<file path="config.mk">
export PLATFORM = sky130hd
export DESIGN_NAME = alu_issuer_flat
export DESIGN_NICKNAME = d
export VERILOG_FILES = /design/src/rtl/alu_pkg.sv /design/src/rtl/alu_issuer_if.sv /design/src/rtl/alu_issuer.sv /design/src/flat_wrapper.sv
export SDC_FILE = /design/constraint.sdc
export NUM_CORES = 1
export LEC_CHECK = 0
export ABC_AREA = 1
export CAP_MARGIN = 20
export CORE_MARGIN = 3
export CORE_UTILIZATION = 28
export CTS_BUF_LIST = sky130_fd_sc_hd__clkbuf_8
export DETAILED_ROUTE_END_ITERATION = 16
export GPL_TIMING_DRIVEN = 0
export HOLD_SLACK_MARGIN = 0.1
export SLEW_MARGIN = 10
export SYNTH_ARGS = -nofsm -noshare
export SYNTH_HDL_FRONTEND = slang
export SYNTH_SLANG_ARGS = --single-unit
</file>
<file path="constraint.sdc">
create_clock -name clk -period 2.25 [get_ports clk]
set_clock_uncertainty 0.1 [all_clocks]
set_input_delay 0.675 -clock clk [delete_from_list [all_inputs] [get_ports clk]]
set_output_delay 0.675 -clock clk [all_outputs]
set_load 0.02 [all_outputs]
</file>
<file path="src/rtl/alu_pkg.sv">
// Shared definitions for the ALU and its sequential issuer:
// op-code map, issuer state encoding and the slow-op helper.
package alu_pkg;

    localparam logic [3:0] OP_ADD  = 4'b0000;
    localparam logic [3:0] OP_SUB  = 4'b0001;
    localparam logic [3:0] OP_MUL  = 4'b0010;
    localparam logic [3:0] OP_DIV  = 4'b0011;
    localparam logic [3:0] OP_SHL  = 4'b0100;
    localparam logic [3:0] OP_SHR  = 4'b0101;
    localparam logic [3:0] OP_ROL  = 4'b0110;
    localparam logic [3:0] OP_ROR  = 4'b0111;
    localparam logic [3:0] OP_AND  = 4'b1000;
    localparam logic [3:0] OP_OR   = 4'b1001;
    localparam logic [3:0] OP_XOR  = 4'b1010;
    localparam logic [3:0] OP_NOR  = 4'b1011;
    localparam logic [3:0] OP_NAND = 4'b1100;
    localparam logic [3:0] OP_XNOR = 4'b1101;
    localparam logic [3:0] OP_GT   = 4'b1110;
    localparam logic [3:0] OP_EQ   = 4'b1111;

    typedef enum logic [1:0] {
        S_IDLE = 2'd0,
        S_EXEC = 2'd1,
        S_RESP = 2'd2
    } state_t;

    function automatic logic is_slow(logic [3:0] op);
        return (op == OP_MUL) || (op == OP_DIV);
    endfunction

endpackage

</file>
<file path="src/rtl/alu_issuer_if.sv">
// Request/response handshake bundle between a requester
// (master) and the ALU issuer (slave).
interface alu_issuer_if #(
    parameter int WIDTH = 64,
    parameter int TAG_W = 4
);

    logic             req_valid;
    logic             req_ready;
    logic [3:0]       req_op;
    logic [WIDTH-1:0] req_a;
    logic [WIDTH-1:0] req_b;
    logic [TAG_W-1:0] req_tag;

    logic             rsp_valid;
    logic             rsp_ready;
    logic [WIDTH-1:0] rsp_data;
    logic             rsp_z;
    logic             rsp_err;
    logic [TAG_W-1:0] rsp_tag;

    modport master (
        output req_valid, req_op, req_a, req_b, req_tag,
        input  req_ready,
        input  rsp_valid, rsp_data, rsp_z, rsp_err, rsp_tag,
        output rsp_ready
    );

    modport slave (
        input  req_valid, req_op, req_a, req_b, req_tag,
        output req_ready,
        output rsp_valid, rsp_data, rsp_z, rsp_err, rsp_tag,
        input  rsp_ready
    );

endinterface

</file>
<file path="src/rtl/alu_issuer.sv">
// Sequential front-end for the combinational ALU: registers
// operands, waits a settle window, returns result with tag.
module alu_issuer
    import alu_pkg::*;
#(
    parameter int WIDTH         = 64,
    parameter int TAG_W         = 4,
    parameter int SETTLE_CYCLES = 3
) (
    input  logic             clk,
    input  logic             rst_n,
    alu_issuer_if.slave      bus,
    output logic [WIDTH-1:0] alu_a,
    output logic [WIDTH-1:0] alu_b,
    output logic [3:0]       alu_sel,
    input  logic [WIDTH-1:0] alu_out,
    input  logic             alu_z
);

    localparam logic [3:0] SETTLE = 4'(SETTLE_CYCLES);

    state_t           state_q, state_d;
    logic [3:0]       cnt_q, cnt_d;
    logic [TAG_W-1:0] tag_q, tag_d;
    logic [WIDTH-1:0] data_q, data_d;
    logic             z_q, z_d;
    logic             err_q, err_d;
    logic [WIDTH-1:0] a_q, a_d;
    logic [WIDTH-1:0] b_q, b_d;
    logic [3:0]       sel_q, sel_d;

    logic trap;

    // Next-state and datapath load decisions for the issuer FSM.
    always_comb begin
        state_d = state_q;
        cnt_d   = cnt_q;
        tag_d   = tag_q;
        data_d  = data_q;
        z_d     = z_q;
        err_d   = err_q;
        a_d     = a_q;
        b_d     = b_q;
        sel_d   = sel_q;
        trap    = (bus.req_op == OP_DIV) && (bus.req_b == '0);
        unique case (state_q)
            S_IDLE: begin
                if (bus.req_valid) begin
                    tag_d   = bus.req_tag;
                    state_d = S_EXEC;
                    if (trap) begin
                        // Trap result is preloaded; it rides a one-cycle
                        // EXEC so its latency matches a fast op.
                        data_d = '1;
                        z_d    = 1'b0;
                        err_d  = 1'b1;
                        cnt_d  = 4'd1;
                    end else begin
                        a_d   = bus.req_a;
                        b_d   = bus.req_b;
                        sel_d = bus.req_op;
                        err_d = 1'b0;
                        cnt_d = is_slow(bus.req_op) ? SETTLE : 4'd1;
                    end
                end
            end
            S_EXEC: begin
                if (cnt_q == 4'd1) begin
                    if (!err_q) begin
                        data_d = alu_out;
                        z_d    = alu_z;
                    end
                    state_d = S_RESP;
                end else begin
                    cnt_d = cnt_q - 4'd1;
                end
            end
            S_RESP: begin
                if (bus.rsp_ready) begin
                    state_d = S_IDLE;
                end
            end
            default: state_d = S_IDLE;
        endcase
    end

    // State, ALU input and response registers.
    always_ff @(posedge clk or negedge rst_n) begin
        if (!rst_n) begin
            state_q <= S_IDLE;
            cnt_q   <= '0;
            tag_q   <= '0;
            data_q  <= '0;
            z_q     <= 1'b0;
            err_q   <= 1'b0;
            a_q     <= '0;
            b_q     <= '0;
            sel_q   <= '0;
        end else begin
            state_q <= state_d;
            cnt_q   <= cnt_d;
            tag_q   <= tag_d;
            data_q  <= data_d;
            z_q     <= z_d;
            err_q   <= err_d;
            a_q     <= a_d;
            b_q     <= b_d;
            sel_q   <= sel_d;
        end
    end

    assign bus.req_ready = (state_q == S_IDLE);
    assign bus.rsp_valid = (state_q == S_RESP);
    assign bus.rsp_data  = data_q;
    assign bus.rsp_z     = z_q;
    assign bus.rsp_err   = err_q;
    assign bus.rsp_tag   = tag_q;

    assign alu_a   = a_q;
    assign alu_b   = b_q;
    assign alu_sel = sel_q;

endmodule

</file>
<file path="src/flat_wrapper.sv">
// flat-port wrapper written by rule: the top's interface ports become plain ports
module alu_issuer_flat import alu_pkg::*;
#(
    parameter int WIDTH         = 64,
    parameter int TAG_W         = 4,
    parameter int SETTLE_CYCLES = 3
)
  (clk, rst_n, alu_a, alu_b, alu_sel, alu_out, alu_z, bus_req_valid, bus_req_op, bus_req_a, bus_req_b, bus_req_tag, bus_req_ready, bus_rsp_valid, bus_rsp_data, bus_rsp_z, bus_rsp_err, bus_rsp_tag, bus_rsp_ready);
  alu_issuer_if #(.WIDTH(WIDTH), .TAG_W(TAG_W)) bus_i ();
  input  logic clk;
  input  logic rst_n;
  output logic [WIDTH-1:0] alu_a;
  output logic [WIDTH-1:0] alu_b;
  output logic [3:0] alu_sel;
  input  logic [WIDTH-1:0] alu_out;
  input  logic alu_z;
  input wire logic [$bits(bus_i.req_valid)-1:0] bus_req_valid;
  input wire logic [$bits(bus_i.req_op)-1:0] bus_req_op;
  input wire logic [$bits(bus_i.req_a)-1:0] bus_req_a;
  input wire logic [$bits(bus_i.req_b)-1:0] bus_req_b;
  input wire logic [$bits(bus_i.req_tag)-1:0] bus_req_tag;
  output wire logic [$bits(bus_i.req_ready)-1:0] bus_req_ready;
  output wire logic [$bits(bus_i.rsp_valid)-1:0] bus_rsp_valid;
  output wire logic [$bits(bus_i.rsp_data)-1:0] bus_rsp_data;
  output wire logic [$bits(bus_i.rsp_z)-1:0] bus_rsp_z;
  output wire logic [$bits(bus_i.rsp_err)-1:0] bus_rsp_err;
  output wire logic [$bits(bus_i.rsp_tag)-1:0] bus_rsp_tag;
  input wire logic [$bits(bus_i.rsp_ready)-1:0] bus_rsp_ready;
  assign bus_i.req_valid = bus_req_valid;
  assign bus_i.req_op = bus_req_op;
  assign bus_i.req_a = bus_req_a;
  assign bus_i.req_b = bus_req_b;
  assign bus_i.req_tag = bus_req_tag;
  assign bus_req_ready = bus_i.req_ready;
  assign bus_rsp_valid = bus_i.rsp_valid;
  assign bus_rsp_data = bus_i.rsp_data;
  assign bus_rsp_z = bus_i.rsp_z;
  assign bus_rsp_err = bus_i.rsp_err;
  assign bus_rsp_tag = bus_i.rsp_tag;
  assign bus_i.rsp_ready = bus_rsp_ready;
  alu_issuer #(.WIDTH(WIDTH), .TAG_W(TAG_W), .SETTLE_CYCLES(SETTLE_CYCLES)) u_core (.clk(clk), .rst_n(rst_n), .bus(bus_i), .alu_a(alu_a), .alu_b(alu_b), .alu_sel(alu_sel), .alu_out(alu_out), .alu_z(alu_z));
endmodule
</file>
==> results.md <==
* Outcome: finished clean
* Input/output buffers at 408
* Worst skew pair latency at 0.52 ns
* IO Pins at 409
* Cell Chain, Critical Path: clkdlybuf4s50_1 > nor2_1 > nand2_1 > nor2_4 > nand2_2 > nor2_4 > nand3_4 > nand2_4 > buf_4 > buf_4 > buf_4 > nand2_1 > nand2_1
* Area share of the largest cell type after synthesis at 59.1%
* Routed WL at 31000 um
* Final Cell Area at 0.0141 mm^2
* Fmax at 0.454 GHz
* Htree depth at 2
* Final hold violation count at 0
* Synthesis-stage register bit count at 208
* Initial antenna violation count at 1
* Slowest cell on crit path: clkdlybuf4s50_1
* Distinct cells, synth at 20
* Multi-input gate area at 0.00320 mm^2
* Starting Density at 28.6%
* Vias in the first global route at 8681
* Bufs on Longest Clock Path at 3
* Mapped Cells at 1037
* Share of layout cells above drive strength 1 at 12.6%
* CP max FO at 10
* Fillers at 3059
* Ranking of synthesized cells by area: dfrtp_1 (59%), nand2_1 (23%), or2_2 (4.5%), nand3_1 (4.3%), nor2_1 (2.0%)
* Pre-antenna DRT Iters at 5
* Die ar. at 0.0336 mm^2
* Drt via density at 4.34
* Required @ worst endpoint at 2.61 ns
* CTS tree: yes
* Core Rows at 64
* Syn Area/Cell at 8.50 um^2
* Tot GR Track Use at 17.9%
* Synthesis-to-finish area growth at 60.2%
* Final core occ at 45.8%
* Hold/Removal Path Class: reg -> reg
* Pins Over Slew Limit at 0
* Non-filler cells, final at 1918
* FF/Latch Area at 0.00520 mm^2
* DR WL/cell at 16.1 um
* Synth Cell Area at 0.00881 mm^2
* Fin crit share at 97.8%
* Num Clock Sinks at 208
* Final setup violation count at 0
* DP HPWL at 23200 um
* Cell family with most CP delay: simple AND/OR/NAND/NOR gates
* Fin crit period at 2.20 ns
* Core area at 0.0308 mm^2
* CTS root buffer: clkbuf_8
* Slowest stage delay, CP at 0.43 ns
* Die Wd at 183 um
* CP Capture Type: flip-flop
* Global placer's final weighted congestion at 0.790
* Number of max-cap violations at 0
* # placed instances at 1843
* GRT overflow at 0
* Initial DRC count at 287
* Seq/Total Area, Yosys at 59.1%
* Worst Path Arrival at 2.56 ns
* DP Area at 0.0134 mm^2
* Rel. slew slack at 63.3%
* TritonCTS Buffers at 40
* Maximum vdd drop at 0.672 mV
* Die height at 183 um
* Leak Pwr at 7.42 nW
* # nets final at 1701
* Post-route ant nets at 0
* DR DRC count at 0
* CP Launch Type: input pin
* WP buf/inv at 4
* Power per cell area at 1490 mW/mm^2
* Worst-Margin Slew at 0.550 ns
* Yosys top cell by area: dfrtp_1
* Unrepaired setup endpoints after global routing: true
* Reg2Reg Setup Slack at 0.22 ns
* Hold WS at 0.362 ns
* Reg clk slew, reported paths at 0.06 ns
* Setup CP Type: in -> reg
* Yosys Warn Count at 0
* Syn nets at 1244
* First-pass GRT wire length at 48200 um
* Largest net degree at the start of global routing at 96
* Routed vias at 8318
* Overall power at 21.0 mW
==> synth_stat cells (all sizes together) <==
cell	n
nand2	541
dfrtp	208
nand3	75
or2	64
nor2	48
buf	44
inv	22
o21ai	15
clkbuf	12
a21oi	2
ha	2
nor3	2
o21a	1
o22ai	1
==> power breakdown <==
part | switching, mW | internal [mW]
clock | 1.59 | 1.99
combinational | 6.76 | 4.14
sequential | 0.939 | 5.63
total | 9.28 | 11.8
==> cells in the final DEF, fill, tap and decap left out, types with 9 or more instances in the layout <==
cell type / netlist / routed
dlygate4sd2_1: 0 / 202
nand2_1: 540 / 534
or2_2: 64 / 64
dfrtp_1: 208 / 208
clkdlybuf4s50_1: 0 / 203
o21ai_0: 15 / 15
inv_1: 20 / 36
clkbuf_1: 11 / 9
buf_6: 14 / 17
nor2_1: 46 / 39
buf_4: 16 / 19
clkbuf_8: 0 / 50
nand3_1: 75 / 74
buf_2: 14 / 11
==> per-stage QoR <==
stage / setup TNS (ns) / setup WS [ns]
after floorplan: 0 / 0.305
after global placement: -2010.27 / -9.05
after detailed placement: -134.93 / -0.829
after CTS: 0 / 0.00107
after global routing: -2.76 / -0.0535
final: 0 / 0.0498
==> layout make-up <==
| type | count | share of cell area [%] |
|---|---|---|
| Antenna cell | 1 | 0.0177 |
| Timing Repair Buffer | 415 | 27.8 |
| Inverter | 22 | 0.585 |
| Tap cell | 396 | 3.51 |
| Buffer | 56 | 3.12 |
| Sequential cell | 208 | 36.9 |
| Multi-Input combinational cell | 751 | 22.7 |
| Clock inverter | 19 | 0.567 |
| Clock buffer | 50 | 4.88 |
==> worst reg2reg max path: cells and delay by family, from the launching register on <==
| family | cells | cell delay (ns) |
|---|---|---|
| buffers and inverters | 4 | 0.74 |
| DFF | 1 | 0.43 |
| and+or+nand+nor | 5 | 0.67 |
==> sequential cells by signal, summed over array words and instances (netlist names) <==
name,flops
u_core.alu_b,64
u_core.cnt_q,4
u_core.state_q,2
u_core.bus.rsp_tag,4
u_core.bus.rsp_z,1
u_core.alu_a,64
u_core.alu_sel,4
u_core.bus.rsp_data,64
u_core.bus.rsp_err,1
==> layer usage <==
metal / GRT usage [%] / vias up / part of all wire [%]
li1: - / 4101 / -
met3: 5.73 / 48 / 8.1
met4: 4.48 / 0 / 1.9
met5: 0 / - / 0
met1: 21.5 / 3881 / 41
met2: 31.2 / 288 / 49
==> kinds of logic (layout without fill, tap and decap cells) <==
| group | after synthesis | after routing | synth area share, % |
|---|---|---|---|
| and+or+nand+nor | 730 | 730 | 34.1 |
| DFF | 208 | 208 | 59.1 |
| buffers and inverters | 78 | 562 | 5.41 |
| AOI/OAI and AO/OA | 19 | 19 | 1.12 |
| adders and majority gates | 2 | 2 | 0.284 |
| other | 0 | 1 | 0 |
==> what timing repair did <==
| item | 4_1_cts | 5_1_grt |
|---|---|---|
| resized for setup | 221 | 27 |
| setup endpoints to repair | 397 | 199 |
| hold buffers | 1 | 0 |
| buffers inserted | 3 | 1 |
| endpoints found under the hold margin | 22 | 0 |
| pin swaps | 4 | 6 |
==> final timing paths <==
| kind | start | cells past startpoint | to |
|---|---|---|---|
| setup / recovery | bus_req_b[5] | 13 | u_core.alu_a[18]$_DFFE_PN0P_ |
| hold / removal | u_core.bus.rsp_data[34]$_DFFE_PN0P_ | 2 | u_core.bus.rsp_data[34]$_DFFE_PN0P_ |
| setup reg to reg | u_core.state_q[1]$_DFFE_PN0P_ | 9 | u_core.alu_a[18]$_DFFE_PN0P_ |
| hold reg to reg | u_core.bus.rsp_data[34]$_DFFE_PN0P_ | 2 | u_core.bus.rsp_data[34]$_DFFE_PN0P_ |
| max in group asynchronous | rst_n | 4 | u_core.alu_a[0]$_DFFE_PN0P_ |
| min in group asynchronous | rst_n | 2 | u_core.bus.rsp_data[49]$_DFFE_PN0P_ |
Power figures use the tool's default switching activity.
